File: src/rtl/deser_pkg.sv
// deser_pkg: shared definitions for the serial deserializer.
//   DefaultWidth   - default assembled word width
//   deser_state_e  - receive FSM state encoding
package deser_pkg;

    localparam int unsigned DefaultWidth = 4;

    // StIdle = IDLE, StRecv = RECV, StParity = PARITY
    typedef enum logic [1:0] {
        StIdle   = 2'b00,
        StRecv   = 2'b01,
        StParity = 2'b10
    } deser_state_e;

endpackage

File: src/rtl/deser_shift_stage.sv
// deser_shift_stage: WIDTH-bit bidirectional shift register holding the word under assembly.
//   clk_i        - rising-edge clock
//   rst_i        - asynchronous active-high reset, clears the register
//   en_i         - shift one bit in on this edge
//   dir_i        - 0: shift left (bit enters LSB), 1: shift right (bit enters MSB)
//   bit_i        - incoming serial bit
//   shreg_next_o - value the register takes on the next edge (equals the register when en_i is low)
module deser_shift_stage #(
    parameter int unsigned WIDTH = 4
) (
    input  logic             clk_i,
    input  logic             rst_i,
    input  logic             en_i,
    input  logic             dir_i,
    input  logic             bit_i,
    output logic [WIDTH-1:0] shreg_next_o
);

    logic [WIDTH-1:0] shreg_q;
    logic [WIDTH-1:0] shreg_d;

    always_comb begin
        shreg_d = shreg_q;
        if (en_i) begin
            if (dir_i) begin
                shreg_d = {bit_i, shreg_q[WIDTH-1:1]};
            end else begin
                shreg_d = {shreg_q[WIDTH-2:0], bit_i};
            end
        end
    end

    always_ff @(posedge clk_i or posedge rst_i) begin
        if (rst_i) begin
            shreg_q <= '0;
        end else begin
            shreg_q <= shreg_d;
        end
    end

    assign shreg_next_o = shreg_d;

endmodule

File: src/rtl/serial_deserializer.sv
// serial_deserializer: assembles WIDTH serial bits into a word and hands it to a
// valid/ready consumer through a one-entry output buffer.
//   clock        - rising-edge clock
//   reset        - asynchronous active-high reset
//   serial_in    - serial data bit, sampled when bit_valid is high
//   bit_valid    - serial_in carries a bit on this edge
//   dir          - 0 MSB-first, 1 LSB-first; latched with the first bit of a word
//   data_out     - assembled word
//   out_valid    - data_out holds an unconsumed word
//   out_ready    - consumer takes data_out when out_valid && out_ready
//   overrun      - one-cycle pulse: a completed word was dropped
//   parity_error - (SERIAL_DESERIALIZER_PARITY_EN only) even-parity check failed for data_out
// Build option: define SERIAL_DESERIALIZER_PARITY_EN to expect a trailing even-parity bit
// after the WIDTH data bits.
module serial_deserializer
    import deser_pkg::*;
#(
    parameter int unsigned WIDTH = DefaultWidth
) (
    input  logic             clock,
    input  logic             reset,
    input  logic             serial_in,
    input  logic             bit_valid,
    input  logic             dir,
    output logic [WIDTH-1:0] data_out,
    output logic             out_valid,
    input  logic             out_ready,
    output logic             overrun
`ifdef SERIAL_DESERIALIZER_PARITY_EN
    ,
    output logic             parity_error
`endif
);

    localparam int unsigned CntW = $clog2(WIDTH + 1);

    deser_state_e     state_q;
    logic [CntW-1:0]  count_q;
    logic             dir_q;

    logic             shift_en;
    logic             shift_dir;
    logic             last_data;
    logic             word_done;
    logic [WIDTH-1:0] shreg_next;

    // Data bits are only taken outside the parity slot.
    assign shift_en  = bit_valid && (state_q == StIdle || state_q == StRecv);
    // The first bit uses dir directly since dir_q is only captured on that same edge.
    assign shift_dir = (state_q == StIdle) ? dir : dir_q;
    assign last_data = shift_en && (count_q == CntW'(WIDTH - 1));

`ifdef SERIAL_DESERIALIZER_PARITY_EN
    logic parity_bad;
    assign word_done  = bit_valid && (state_q == StParity);
    // Shift is disabled in the parity slot, so shreg_next is the finished data word.
    assign parity_bad = (^shreg_next) ^ serial_in;
`else
    assign word_done  = last_data;
`endif

    deser_shift_stage #(
        .WIDTH (WIDTH)
    ) u_shift_stage (
        .clk_i        (clock),
        .rst_i        (reset),
        .en_i         (shift_en),
        .dir_i        (shift_dir),
        .bit_i        (serial_in),
        .shreg_next_o (shreg_next)
    );

    always_ff @(posedge clock or posedge reset) begin
        if (reset) begin
            state_q      <= StIdle;
            count_q      <= '0;
            dir_q        <= 1'b0;
            data_out     <= '0;
            out_valid    <= 1'b0;
            overrun      <= 1'b0;
`ifdef SERIAL_DESERIALIZER_PARITY_EN
            parity_error <= 1'b0;
`endif
        end else begin
            overrun <= 1'b0;

            case (state_q)
                StIdle, StRecv: begin
                    if (bit_valid) begin
                        if (state_q == StIdle) begin
                            dir_q <= dir;
                        end
                        if (last_data) begin
                            count_q <= '0;
`ifdef SERIAL_DESERIALIZER_PARITY_EN
                            state_q <= StParity;
`else
                            state_q <= StIdle;
`endif
                        end else begin
                            count_q <= count_q + CntW'(1);
                            state_q <= StRecv;
                        end
                    end
                end
`ifdef SERIAL_DESERIALIZER_PARITY_EN
                StParity: begin
                    if (bit_valid) begin
                        state_q <= StIdle;
                    end
                end
`endif
                default: begin
                    state_q <= StIdle;
                    count_q <= '0;
                end
            endcase

            // Output buffer: a completing word wins over an unaccepted one only if the
            // buffer is free or being drained on this same edge.
            if (word_done) begin
                if (out_valid && !out_ready) begin
                    overrun <= 1'b1;
                end else begin
                    data_out     <= shreg_next;
                    out_valid    <= 1'b1;
`ifdef SERIAL_DESERIALIZER_PARITY_EN
                    parity_error <= parity_bad;
`endif
                end
            end else if (out_valid && out_ready) begin
                out_valid <= 1'b0;
            end
        end
    end

endmodule

File: config.mk
export PLATFORM = sky130hd
export DESIGN_NAME = serial_deserializer
export DESIGN_NICKNAME = d
export VERILOG_FILES = /design/src/rtl/deser_pkg.sv /design/src/rtl/deser_shift_stage.sv /design/src/rtl/serial_deserializer.sv
export SDC_FILE = /design/constraint.sdc
export NUM_CORES = 1
export LEC_CHECK = 0
export CORE_UTILIZATION = 48
export DETAILED_ROUTE_END_ITERATION = 10
export PLACE_DENSITY = 0.74
export SETUP_SLACK_MARGIN = 0.1
export SKIP_LAST_GASP = 1
export SYNTH_ARGS = -nofsm -noshare
export SYNTH_HDL_FRONTEND = slang
export SYNTH_HIERARCHICAL = 1
export SYNTH_SLANG_ARGS = --single-unit
File: constraint.sdc
create_clock -name clock -period 1.7 [get_ports clock]
set_clock_uncertainty 0.1 [all_clocks]
set_input_delay 0.51 -clock clock [delete_from_list [all_inputs] [get_ports clock]]
set_output_delay 0.51 -clock clock [all_outputs]
set_load 0.05 [all_outputs]
==> results of run 1 <==
## area by class of cell
class / instances / area share, %
Clock inverter: 1 / 0.829
Timing Repair Buffer: 14 / 21.0
Sequential cell: 15 / 41.4
Inverter: 3 / 1.24
Tap cell: 14 / 1.93
Clock buffer: 3 / 2.49
Multi-Input combinational cell: 31 / 31.1
## cell usage in the layout, fill, tap and decap left out, types with 2 or more instances in the layout
cell,instances
dfrtp_1,15
buf_12,6
mux2_4,5
nor2_1,5
mux2i_1,4
inv_1,3
clkbuf_4,3
clkdlybuf4s50_1,3
buf_4,3
a21oi_1,3
nand2_1,2
dlygate4sd2_1,2
## routing by layer
layer,up-vias,part of all wire (%)
met5,-,0
met2,12,50
li1,202,-
met4,0,0.90
met3,2,5.1
met1,190,44
## critical path: cells and delay by family
family        cells  cell delay [ps]
buf+inv           1              460
mux               1              330
simple gates      2              360
## repair_timing
item	4_1_cts	5_1_grt
gates resized for setup	5	1
endpoints found under the setup margin	4	1
pin swaps	1	0
## power breakdown
group | internal (W) | switching [W] | leakage (nW)
Clock | 0.0000893 | 0.000119 | 0.0139
Sequential | 0.000487 | 0.000121 | 0.173
Combinational | 0.000424 | 0.000391 | 0.250
## how the worst max path moves through the flow
stage | to | cells past startpoint
after detailed placement | data_out[3] | 5
final | data_out[2] | 4
after floorplan | data_out[3] | 5
after global routing | data_out[2] | 4
after CTS | data_out[2] | 4
after global placement | data_out[3] | 5
## logic make-up (layout without fill, tap and decap cells)
kind of cell,after synthesis,count (layout)
AO/OA/AOI/OAI,7,7
buffers and inverters,6,21
multiplexers,11,11
flip-flops,15,15
adder cells (fa/ha/maj),1,1
AND/OR/NAND/NOR,12,12
## state kept, by name, indices dropped and copies added, names as in the netlist
| register | cells |
|---|---|
| out_valid | 1 |
| dir_q | 1 |
| count_q | 3 |
| overrun | 1 |
| u_shift_stage/shreg_q | 4 |
| state_q | 1 |
| data_out | 4 |
## synth_stat cells
library cell  number  area (sq um)
inv_1              3          11.3
mux2_2             5          56.3
o21ai_0            1          5.00
mux2i_1            5          50.1
nand3b_4           1          20.0
dfrtp_1           15           375
nand2_1            2          7.51
buf_1              1          3.75
clkbuf_2           1          5.00
a21oi_1            4          20.0
o21a_1             1          7.51
ha_1               1          12.5
buf_4              1          7.51
a21boi_0           1          7.51
nor2_1             5          18.8
mux2_1             1          11.3
nand3_1            1          5.00
nor2b_4            1          13.8
nand2b_1           2          12.5
## per-stage QoR
step / hold WS, ps / util [%]
floorplan: 176 / -
global placement: 374 / 72.5
detailed placement: 387 / 72.5
CTS: 325 / 75.7
global route: 322 / 76.4
finish: 330 / 76.4
==> impl_metrics.ini, run 1 <==
[synthesis]
synth.ff_latch_count = 15
synthAdderAreaFrac_pct = 1.92
synth-xor-area-share_pct = 0
synth_nets = 59
synth.distinct_cells = 19
synth_top_family_by_area = multiplexers
yosys_warnings = 6
seq_area_frac_synth_pct = 57.7
syn_area_sq_um = 651
post_synth_and_or_nand_nor_area_fraction_pct = 11.9
synthCells = 52
synth_mux_area_share_pct = 18.1
synth_compound_gate_area_share_pct = 6.15
syn_area_per_cell_sq_um = 12.5

[timing]
worst_pin_slew_ps = 433
finalCritPeriodShare_pct = 93.7
hold_violations = 0
finalSetupViolations = 0
final.setup.tns_ps = 0
worst_slew_margin_rel_pct = 71.1
slew_viol_final = 0
fmax_mhz = 628
rsz0062_at_grt = no
fin_ws_ps = 108
min_period_ps = 1590

[critical_path]
r2r-end = data_out[3]
crit_start = out_ready
crit_required_ps = 1770
endpoint_kind = flip-flop
rrSetupSlack_ps = 140
r2r_start = state_q[0]
crit_chain = clkdlybuf4s50_1 > nand2b_4 > nor2b_4 > mux2_4
crit_arrival_ps = 1660
r2r_cells = 4
crit_path_max_fanout = 4
max_stage_delay_ps = 460
slowest_stage = clkdlybuf4s50_1
cp-start-kind = input pin
crit_type = input pin to flip-flop

[global_routing]
grt_pass1_vias = 435
grt_most_used_layer = met2
grt_max_degree = 16
track_usage_pct = 23.3
grt_use_met2_pct = 40.0
grt_first_pass_wirelength_um = 2120
overflow = 0
met3_usage_pct = 8.67
grt_antenna_before_repair = 0
use_met1_pct = 26.4

[final_layout]
num_antenna_cells = 0
fin_nets = 75
fill_cells = 70
area_growth_pct = 39.2
finish.instance_area_sq_um = 906
fin_cells = 81
register_area_sq_um = 375
layout-drive-gt1-share_pct = 35.8
multi_input_area_sq_um = 282

[clock_network]
cts.clk_slew.worst_paths_ps = 90
cts_setup_buffers = 0
cts_tree = yes
ctsRootBufferMaster = clkbuf_4
cts_buffers = 3
htreeDepth = 1
clk_latency_ps = 280
cts_max_path_buffers = 2
hold_buffers = 0
cts_sinks = 15

[floorplan]
start_util_pct = 54.9
core_area_sq_um = 1190
pin_count = 12
die_width_um = 38.8
row_count = 12
die_y_um = 38.8
dieArea_sq_um = 1510

[min_path]
hold_class = input pin to async pin

[power_and_ir_drop]
power_w = 0.00163
powerDensity_nw_per_um2 = 1800
ir_worst_vdd_mv = 1.37
leakage_nw = 0.437

[flow_run]
maxCapViolCount = 0

[placed_design]
dp_cells = 77
routabilityCongestion = 0.698
hpwl_um = 977
io_buffer_count = 11
place_ws_ps = -365
placed_cell_area_sq_um = 860

[route]
wl_um = 1340
drc = 0
drtIter0Drc = 5
post_drt_wl_per_cell_um = 16.5
viasPerCell = 5.01
route.vias.total = 406
dr.pass1.iters = 3
drtAntennaViolNets = 0

[outcome]
status = complete, no violations
Power figures use the tool's default switching activity.
==> inputs of run 2 (changes only) <==
CTS_CLUSTER_DIAMETER = 80   (was unset)
==> results of run 2 <==
Final layout, timing and power as in run 1 (identical DEF).
==> inputs of run 3 (changes only) <==
CORE_AREA = 2 2 39 41   (was unset)
CORE_UTILIZATION = unset   (was 48)
CTS_BUF_LIST = sky130_fd_sc_hd__clkbuf_4 sky130_fd_sc_hd__clkbuf_8   (was unset)
DIE_AREA = 0 0 41 43   (was unset)
PLACE_DENSITY = 0.75   (was 0.74)
==> run 3 against run 2 <==
Non-clock buffer count unchanged. Clock power increased by 3%. Sequential share of layout area up 0.58 points. Register-to-register slack improved by 40 ps. Fmax is 1.6% higher. Critical path type unchanged. Critical endpoint is now data_out[3]. Largest power group unchanged.
==> impl_metrics.ini, run 3 (synthesized netlist as in run 1, its figures left out) <==
[clock_network]
cts_setup_buffers = 0
cts_buffers = 3
hold_buffers = 0
ctsRootBufferMaster = clkbuf_4
cts_tree = yes
cts.clk_slew.worst_paths_ps = 80
cts_resized = 3
cts_max_path_buffers = 2
cts_sinks = 15
htreeDepth = 1
clk_latency_ps = 280

[route]
route.vias.total = 415
drc = 0
drtAntennaViolNets = 0
dr.pass1.iters = 4
wl_um = 1130
viasPerCell = 5.00
drtIter0Drc = 5
post_drt_wl_per_cell_um = 13.6

[floorplan]
die_y_um = 43
dieArea_sq_um = 1760
pin_count = 12
core_area_sq_um = 1380
row_count = 14
die_width_um = 41
start_util_pct = 47.0

[timing]
slew_viol_final = 0
finalSetupViolations = 0
finalCritPeriodShare_pct = 92.2
worst_pin_slew_ps = 424
hold_violations = 0
min_period_ps = 1570
fin_ws_ps = 133
fmax_mhz = 638
worst_slew_margin_rel_pct = 71.7
rsz0062_at_grt = no

[global_routing]
grt_first_pass_wirelength_um = 1900
grt_max_degree = 16
track_usage_pct = 16.5
grt_pass1_vias = 410
overflow = 0
grt_antenna_before_repair = 0

[power_and_ir_drop]
ir_worst_vdd_mv = 1.14
powerDensity_nw_per_um2 = 1770
leakage_nw = 0.436

[final_layout]
fill_cells = 104
mostFrequentLayoutCell = dfrtp_1
fin_nets = 75
reg_top3 = data_out: 4 flops, u_shift_stage/shreg_q: 4 flops, count_q: 3 flops
fin_cells = 83
area_growth_pct = 37.3
num_antenna_cells = 0
layout-drive-gt1-share_pct = 31.3
most-common-layout-cells = 15 x dfrtp_1, 6 x buf_12, 5 x mux2i_1, 5 x mux2_4, 5 x nor2_1

[critical_path]
crit_start = out_ready
cp-start-kind = input pin
rrSetupSlack_ps = 180
crit_required_ps = 1770
critPathTopFamily = buffers and inverters
critical_path_depth = 4
setup.worst_path.end = data_out[3]
max_stage_delay_ps = 440
endpoint_kind = flip-flop
r2r_start = state_q[0]
slowest_stage = clkdlybuf4s50_1
crit_type = input pin to flip-flop
crit_arrival_ps = 1630
critPathBufInv = 1
r2r_cells = 4
crit_chain = clkdlybuf4s50_1 > nand2b_1 > nor2b_4 > mux2_4
crit_path_max_fanout = 4
r2r-end = data_out[1]

[placed_design]
io_buffer_count = 11
place_ws_ps = -297
hpwl_um = 826
routabilityCongestion = 0.651
dp_cells = 79

[outcome]
status = complete, no violations

[flow_run]
maxCapViolCount = 0

[min_path]
hold_class = input pin to async pin
## run 3: cell count changes in the layout (fill, tap and decap cells not counted)
cell,previous run,this run
clkinvlp_4,1,0
a21oi_2,1,0
nand2b_1,1,2
mux2i_1,4,5
a21oi_1,3,4
clkbuf_4,3,4
nand2b_4,1,0
mux2i_2,1,0
## run 3: routing by layer
metal  vias to the layer above  routed length (um)  GRT usage [%]
li1                        203                   -              -
met1                       199                 528           23.4
met2                        11                 542           21.9
met3                         2                  51           4.19
met4                         0                   9           10.0
met5                         -                   0              0
## run 3: metrics by stage
step           instance area [sq um]  utilization [%]  setup TNS (ps)  total power, W  hold WS, ps
3_5_place_dp                     862             62.3           -1390         0.00137          380
6_report                         893             64.6               0         0.00159          340
3_3_place_gp                     862             62.3           -1330         0.00135          369
2_1_floorplan                    674                -               0         0.00107          176
4_1_cts                          893             64.6               0         0.00160          336
5_1_grt                          893             64.6               0         0.00168          342
## run 3: where the power goes
part / total, W / internal [W] / switching, W
clock network: 0.000214 / 0.000107 / 0.000107
registers: 0.000599 / 0.000487 / 0.000112
logic: 0.000772 / 0.000410 / 0.000363
## run 3: layout make-up
class / count / area (sq um) / area share (%)
inverter: 3 / 11.3 / 1.26
clock buffer: 4 / 30.0 / 3.36
timing repair buffer: 14 / 190 / 21.3
multi-input combinational: 31 / 267 / 29.8
sequential: 15 / 375 / 42.0
tap: 16 / 20.0 / 2.24
## run 3: worst min-delay path by stage
stage	to	cells after the start	slack (ps)
2_1_floorplan	u_shift_stage/shreg_q[0]	1	180
3_3_place_gp	count_q[0]	1	370
3_5_place_dp	count_q[0]	1	380
4_1_cts	u_shift_stage/shreg_q[2]	2	340
5_1_grt	u_shift_stage/shreg_q[0]	2	340
6_report	u_shift_stage/shreg_q[3]	2	340
